**config.mk**
```make
export PLATFORM = sky130hd
export DESIGN_NAME = bin_to_bcd_seq
export DESIGN_NICKNAME = d
export VERILOG_FILES = /design/src/rtl/calc_disp_pkg.sv /design/src/rtl/bcd_add3.sv /design/src/rtl/bin_to_bcd_seq.sv
export SDC_FILE = /design/constraint.sdc
export NUM_CORES = 1
export LEC_CHECK = 0
export ABC_AREA = 1
export BUFFER_PORTS_ARGS = -buffer_cell sky130_fd_sc_hd__buf_4
export CORE_MARGIN = 5
export CORE_UTILIZATION = 48
export DETAILED_ROUTE_END_ITERATION = 10
export PLACE_DENSITY = 0.81
export SETUP_SLACK_MARGIN = 0.4
export SYNTH_ARGS = -nofsm -noshare
export SYNTH_HDL_FRONTEND = slang
export SYNTH_SLANG_ARGS = --single-unit
```
**constraint.sdc**
```tcl
create_clock -name clk -period 1.3 [get_ports clk]
set_input_delay 0 -clock clk [delete_from_list [all_inputs] [get_ports clk]]
set_output_delay 0 -clock clk [all_outputs]
set_load 0.1 [all_outputs]
```
**src/rtl/calc_disp_pkg.sv**
```systemverilog
// calc_disp_pkg: definitions shared by the binary-to-BCD converter and the
// display stage.
//   conv_state_t    - converter FSM states (IDLE / CONV / DONE)
//   DIGIT_ERR       - nibble rendered as a dash by the display stage
//   BCD_DIGITS      - number of BCD digits in the display word
//   MAX_VAL_DEFAULT - largest unsigned value that fits on BCD_DIGITS digits
//   NEG_MAX_MAG     - largest magnitude shown when digit3 carries the sign
package calc_disp_pkg;

  typedef enum logic [1:0] {
    IDLE = 2'd0,
    CONV = 2'd1,
    DONE = 2'd2
  } conv_state_t;

  localparam logic [3:0] DIGIT_ERR       = 4'hF;
  localparam int         BCD_DIGITS      = 4;
  localparam int         MAX_VAL_DEFAULT = 9999;
  localparam int         NEG_MAX_MAG     = 999;

endpackage

```
**src/rtl/bcd_add3.sv**
```systemverilog
// bcd_add3: double-dabble nibble correction. A BCD digit of 5 or more gets
// 3 added so that the following left shift carries correctly into the next
// digit. Purely combinational.
//   din  - current BCD nibble
//   dout - corrected nibble (din + 3 when din >= 5, else din)
module bcd_add3 (
  input  logic [3:0] din,
  output logic [3:0] dout
);

  // For legal digits (0..9) the corrected value is at most 12, so no carry
  // leaves the nibble. Out-of-range nibbles only occur for inputs that are
  // replaced by the error word anyway, so wrap-around there is harmless.
  assign dout = (din >= 4'd5) ? (din + 4'd3) : din;

endmodule

```
**src/rtl/bin_to_bcd_seq.sv**
```systemverilog
// bin_to_bcd_seq: sequential binary-to-BCD converter (double dabble, one bit
// per clock) feeding the display serializer.
//
// Ports:
//   clk      - system clock, rising edge
//   rst      - asynchronous, active-high reset (aborts any conversion)
//   bin_in   - binary value, sampled only when a start is accepted
//   start    - conversion request, accepted while busy == 0
//   busy     - high while the shift/add engine is running
//   done     - one-cycle pulse when bcd_out/overflow are updated
//   bcd_out  - packed BCD, digit3 in [15:12] .. digit0 in [3:0]; held
//   overflow - last result did not fit; held with bcd_out
//
// Build option: define NEG_SIGN_EN to treat bin_in as two's complement. A
// negative value then shows its magnitude on digits 2..0 with DIGIT_ERR
// (dash) on digit3, and overflows when the magnitude exceeds 999.
//
// Latency from accepted start to done is IN_W+1 cycles, independent of the
// value or of an overflow. start is also accepted during the DONE cycle, so a
// held start gives one result every IN_W+1 cycles.
module bin_to_bcd_seq
  import calc_disp_pkg::*;
#(
  parameter int IN_W    = 14,
  parameter int MAX_VAL = MAX_VAL_DEFAULT
) (
  input  logic            clk,
  input  logic            rst,
  input  logic [IN_W-1:0] bin_in,
  input  logic            start,
  output logic            busy,
  output logic            done,
  output logic [15:0]     bcd_out,
  output logic            overflow
);

  localparam int BCD_W = 4 * BCD_DIGITS;
  localparam int SR_W  = IN_W + BCD_W;
  localparam int CNT_W = $clog2(IN_W + 1);

  localparam logic [CNT_W-1:0] CNT_LAST  = CNT_W'(IN_W - 1);
  localparam logic [31:0]      MAX_VAL_U = 32'(MAX_VAL);
`ifdef NEG_SIGN_EN
  localparam logic [31:0]      NEG_MAX_U = 32'(NEG_MAX_MAG);
`endif

  conv_state_t      state;
  logic [SR_W-1:0]  sreg;
  logic [CNT_W-1:0] cnt;
  logic             ovf_flag;
  logic             neg_flag;

  // ------------------------------------------------------------------
  // Input qualification: magnitude, sign and range of the value to load.
  // ------------------------------------------------------------------
  logic [IN_W-1:0] in_mag;
  logic            in_neg;
  logic            in_ovf;

  always_comb begin
    in_mag = bin_in;
    in_neg = 1'b0;
    in_ovf = 1'b0;
`ifdef NEG_SIGN_EN
    in_neg = bin_in[IN_W-1];
    // The most-negative input negates to itself, which read unsigned is the
    // correct magnitude 2^(IN_W-1); it is then far above NEG_MAX_MAG.
    if (in_neg) begin
      in_mag = (~bin_in) + IN_W'(1);
      in_ovf = ({{(32-IN_W){1'b0}}, in_mag} > NEG_MAX_U);
    end else begin
      in_ovf = ({{(32-IN_W){1'b0}}, in_mag} > MAX_VAL_U);
    end
`else
    in_ovf = ({{(32-IN_W){1'b0}}, in_mag} > MAX_VAL_U);
`endif
  end

  // ------------------------------------------------------------------
  // CONV datapath: correct every BCD nibble, then shift the whole register.
  // ------------------------------------------------------------------
  logic [BCD_W-1:0] corr;
  logic [SR_W-1:0]  sreg_corr;

  generate
    for (genvar gi = 0; gi < BCD_DIGITS; gi++) begin : g_digit
      bcd_add3 u_add3 (
        .din  (sreg[IN_W + 4*gi +: 4]),
        .dout (corr[4*gi +: 4])
      );
    end
  endgenerate

  assign sreg_corr = {corr, sreg[IN_W-1:0]};

  // Final word presented on the DONE cycle.
  logic [15:0] result_bcd;

  always_comb begin
    if (ovf_flag) begin
      result_bcd = {BCD_DIGITS{DIGIT_ERR}};
    end else if (neg_flag) begin
      result_bcd = {DIGIT_ERR, sreg[SR_W-5 -: 12]};
    end else begin
      result_bcd = sreg[SR_W-1 -: 16];
    end
  end

  // ------------------------------------------------------------------
  // Control FSM with registered outputs.
  // ------------------------------------------------------------------
  always_ff @(posedge clk or posedge rst) begin
    if (rst) begin
      state    <= IDLE;
      sreg     <= '0;
      cnt      <= '0;
      ovf_flag <= 1'b0;
      neg_flag <= 1'b0;
      busy     <= 1'b0;
      done     <= 1'b0;
      bcd_out  <= 16'h0000;
      overflow <= 1'b0;
    end else begin
      done <= 1'b0;
      case (state)
        IDLE: begin
          if (start) begin
            sreg     <= {{BCD_W{1'b0}}, in_mag};
            cnt      <= '0;
            ovf_flag <= in_ovf;
            neg_flag <= in_neg;
            busy     <= 1'b1;
            state    <= CONV;
          end
        end

        CONV: begin
          sreg <= sreg_corr << 1;
          cnt  <= cnt + CNT_W'(1);
          if (cnt == CNT_LAST) begin
            busy  <= 1'b0;
            state <= DONE;
          end
        end

        DONE: begin
          bcd_out  <= result_bcd;
          overflow <= ovf_flag;
          done     <= 1'b1;
          // Relaunch in the same cycle so a held start sustains full
          // throughput; the flags read above are the old ones.
          if (start) begin
            sreg     <= {{BCD_W{1'b0}}, in_mag};
            cnt      <= '0;
            ovf_flag <= in_ovf;
            neg_flag <= in_neg;
            busy     <= 1'b1;
            state    <= CONV;
          end else begin
            state <= IDLE;
          end
        end

        default: begin
          busy  <= 1'b0;
          state <= IDLE;
        end
      endcase
    end
  end

endmodule

```
==> impl_metrics.toml <==
[min_path]
whs_path_depth = 3
hold_path.class = "input port to register"
hp-start = "start"
whs_endpoint = "sreg[0]"

[worst_setup_path]
worstPathMaxFanout = 8
cp.arrival_ps = 1450
critPathKind = "register to register"
r2r-end = "sreg[12]"
rr_worst_depth = 6
cp-end-kind = "register"
rr_startpoint = "state[0]"
startpoint_type = "register"
rrSetupSlack_ps = 90
required_ps = 1540

[synthesis]
synth_edf_count = 0
ys_warn_count = 0
ys.flop_type = "dfrtp_1"
async_reset_ff_share_pct = 100
syn_area_um2 = 2740
post_synth_num_cell_types = 24
yosysSeqAreaShare_pct = 51.2
ys_ff_latch = 56
syn_inst = 321
syn_avg_cell_area_um2 = 8.52
syn_nets = 348

[place]
dp_cells = 424
port_buffers = 35
hpwl_um = 3830
place_area_um2 = 3220
pre_cts_slack_ps = 59.5
gp_congestion = 0.845

[sta]
drv_slew = 0
final-setup-viol-count = 0
finClkSkew_ps = 16.8
max_freq_mhz = 828
slew_headroom_pct = 80.1
fin_ws_ps = 92.9
grt_setup_unrepaired = "true"
period_share_pct = 92.9
min_period_ps = 1210
hold_ws_ps = 44.6
finalHoldViolations = 0
tightest_slew_ps = 298

[cells_and_area]
fin_cells = 482
n_antenna_cell = 0
area_growth_pct = 56.2
final_cell_area_um2 = 4270
nets = 436
drive_gt1_share_pct = 46.3

[route]
drc = 0
routed_wl_um = 7570
first_iter_violations = 217
wl_per_cell_um = 15.7
avgViaCountPerCell = 5.31
routed-via-count = 2558
first_pass_iters = 4
ant_nets = 0

[die]
fp.dieW_um = 85.5
start_util_pct = 49.7
die-area_um2 = 7310
core_area_um2 = 5510
die_y_um = 85.5
num_rows = 27
ioPinCount = 36

[global_route]
grt_overflow = 0
track_usage_pct = 20.1
grt_pass1_wl_um = 11800
antenna_found_initial = 0
grt_pass1_vias = 2584
grt_max_degree = 57

[run_status]
status = "completed"

[clock_network]
clk_latency_ps = 320
cts-buffers-inserted = 5
cts_max_level = 2
cts_tree = "yes"
clockBufferDepth = 2
clk_pin_slew_ps = 110
cts-root-buf = "clkbuf_8"
cts_sinks = 56

[run]
maxCapViolCount = 0
## synth_stat cells (2+ instances only)
library cell	n	area share (%)
a21oi_1	19	3.5
o21ai_1	4	0.73
nand2_1	92	13
nand2_4	2	0.82
o21ai_0	10	1.8
nand2_8	2	1.5
o22ai_1	2	0.46
buf_2	3	0.55
nor2_1	38	5.2
inv_2	2	0.27
dfrtp_1	56	51
nand3_1	23	4.2
inv_1	28	3.8
a31oi_1	11	2.5
ha_1	10	4.6
buf_6	6	2.5
nand4_1	6	1.4
## per-layer routing
metal	track usage [%]	up-vias	part of all wire (%)
met1	22.8	1247	40
met5	0	-	0
met2	36.4	71	54
met4	8.63	0	2.5
li1	-	1222	-
met3	3.98	18	4.3
## placed cells by master, fill, tap and decap left out, types with 6 or more instances in the layout
cell type,netlist,routed
o21ai_1,4,12
nor2_1,38,28
nand2_4,2,8
buf_4,1,39
dlygate4sd3_1,0,15
a31oi_1,11,11
a21oi_1,19,7
inv_1,28,13
nand2_1,92,74
buf_6,6,8
a21oi_2,0,12
dfrtp_2,0,21
ha_4,0,8
nand2_8,2,6
nand4_1,6,6
nand2_2,0,14
buf_12,0,18
nand3_1,23,15
dfrtp_1,56,35
inv_2,2,11
nor2_2,1,7
## sequential cells by signal (all words and copies together), names as in the netlist
register  flops
busy          1
done          1
ovf_flag      1
state         2
cnt           4
sreg         30
overflow      1
bcd_out      16
## cell type report
class                   count  area (um2)
multi-input cells         229        1550
clock buffers               5        68.8
flip-flops and latches     56        1430
inverters                  32         171
repair inverters            3        26.3
repair buffers             82         923
well taps                  72        90.1
clock inverters             3        18.8
fillers                   325        1230
## cell families (layout without fill, tap and decap cells)
logic type / after synthesis / after routing / synth area share [%]
compound gates: 47 / 47 / 9.47
xor+xnor: 1 / 1 / 0.320
fa+ha+maj: 10 / 10 / 4.57
buf+inv: 42 / 125 / 8.05
flops: 56 / 56 / 51.2
simple gates: 165 / 171 / 26.3
## critical path, cell delays in order (launching register included)
cell and delay (ps):
dfrtp_1 410, buf_6 140, nand2_8 100, buf_4 170
nand2_4 80, nor2_1 40, a31oi_1 170
## how the worst max path moves through the flow
stage          startpoint         end  slack (ps)
2_1_floorplan    state[0]  bcd_out[0]         160
3_3_place_gp     state[0]    sreg[26]         100
3_5_place_dp     state[0]    sreg[22]          60
4_1_cts          sreg[18]    sreg[19]         130
5_1_grt          state[1]    sreg[12]          -3
6_report         state[0]    sreg[12]          90
## what timing repair did
action,CTS,global route
endpoints found under the setup margin,74,75
resized for setup,57,77
hold endpoints to repair,71,0
pin swaps,15,22
hold buffers,15,0
buffers inserted,16,10
cloned,7,2
## metrics by stage
step | util [%] | TNS, ps
2_1_floorplan | - | 0
3_3_place_gp | 58.4 | 0
3_5_place_dp | 58.4 | 0
4_1_cts | 70.3 | 0
5_1_grt | 77.6 | -2.59
6_report | 77.6 | 0
Power is not shown: default switching activity piles up to over one toggle a cycle in this logic, so the estimate is an artifact.
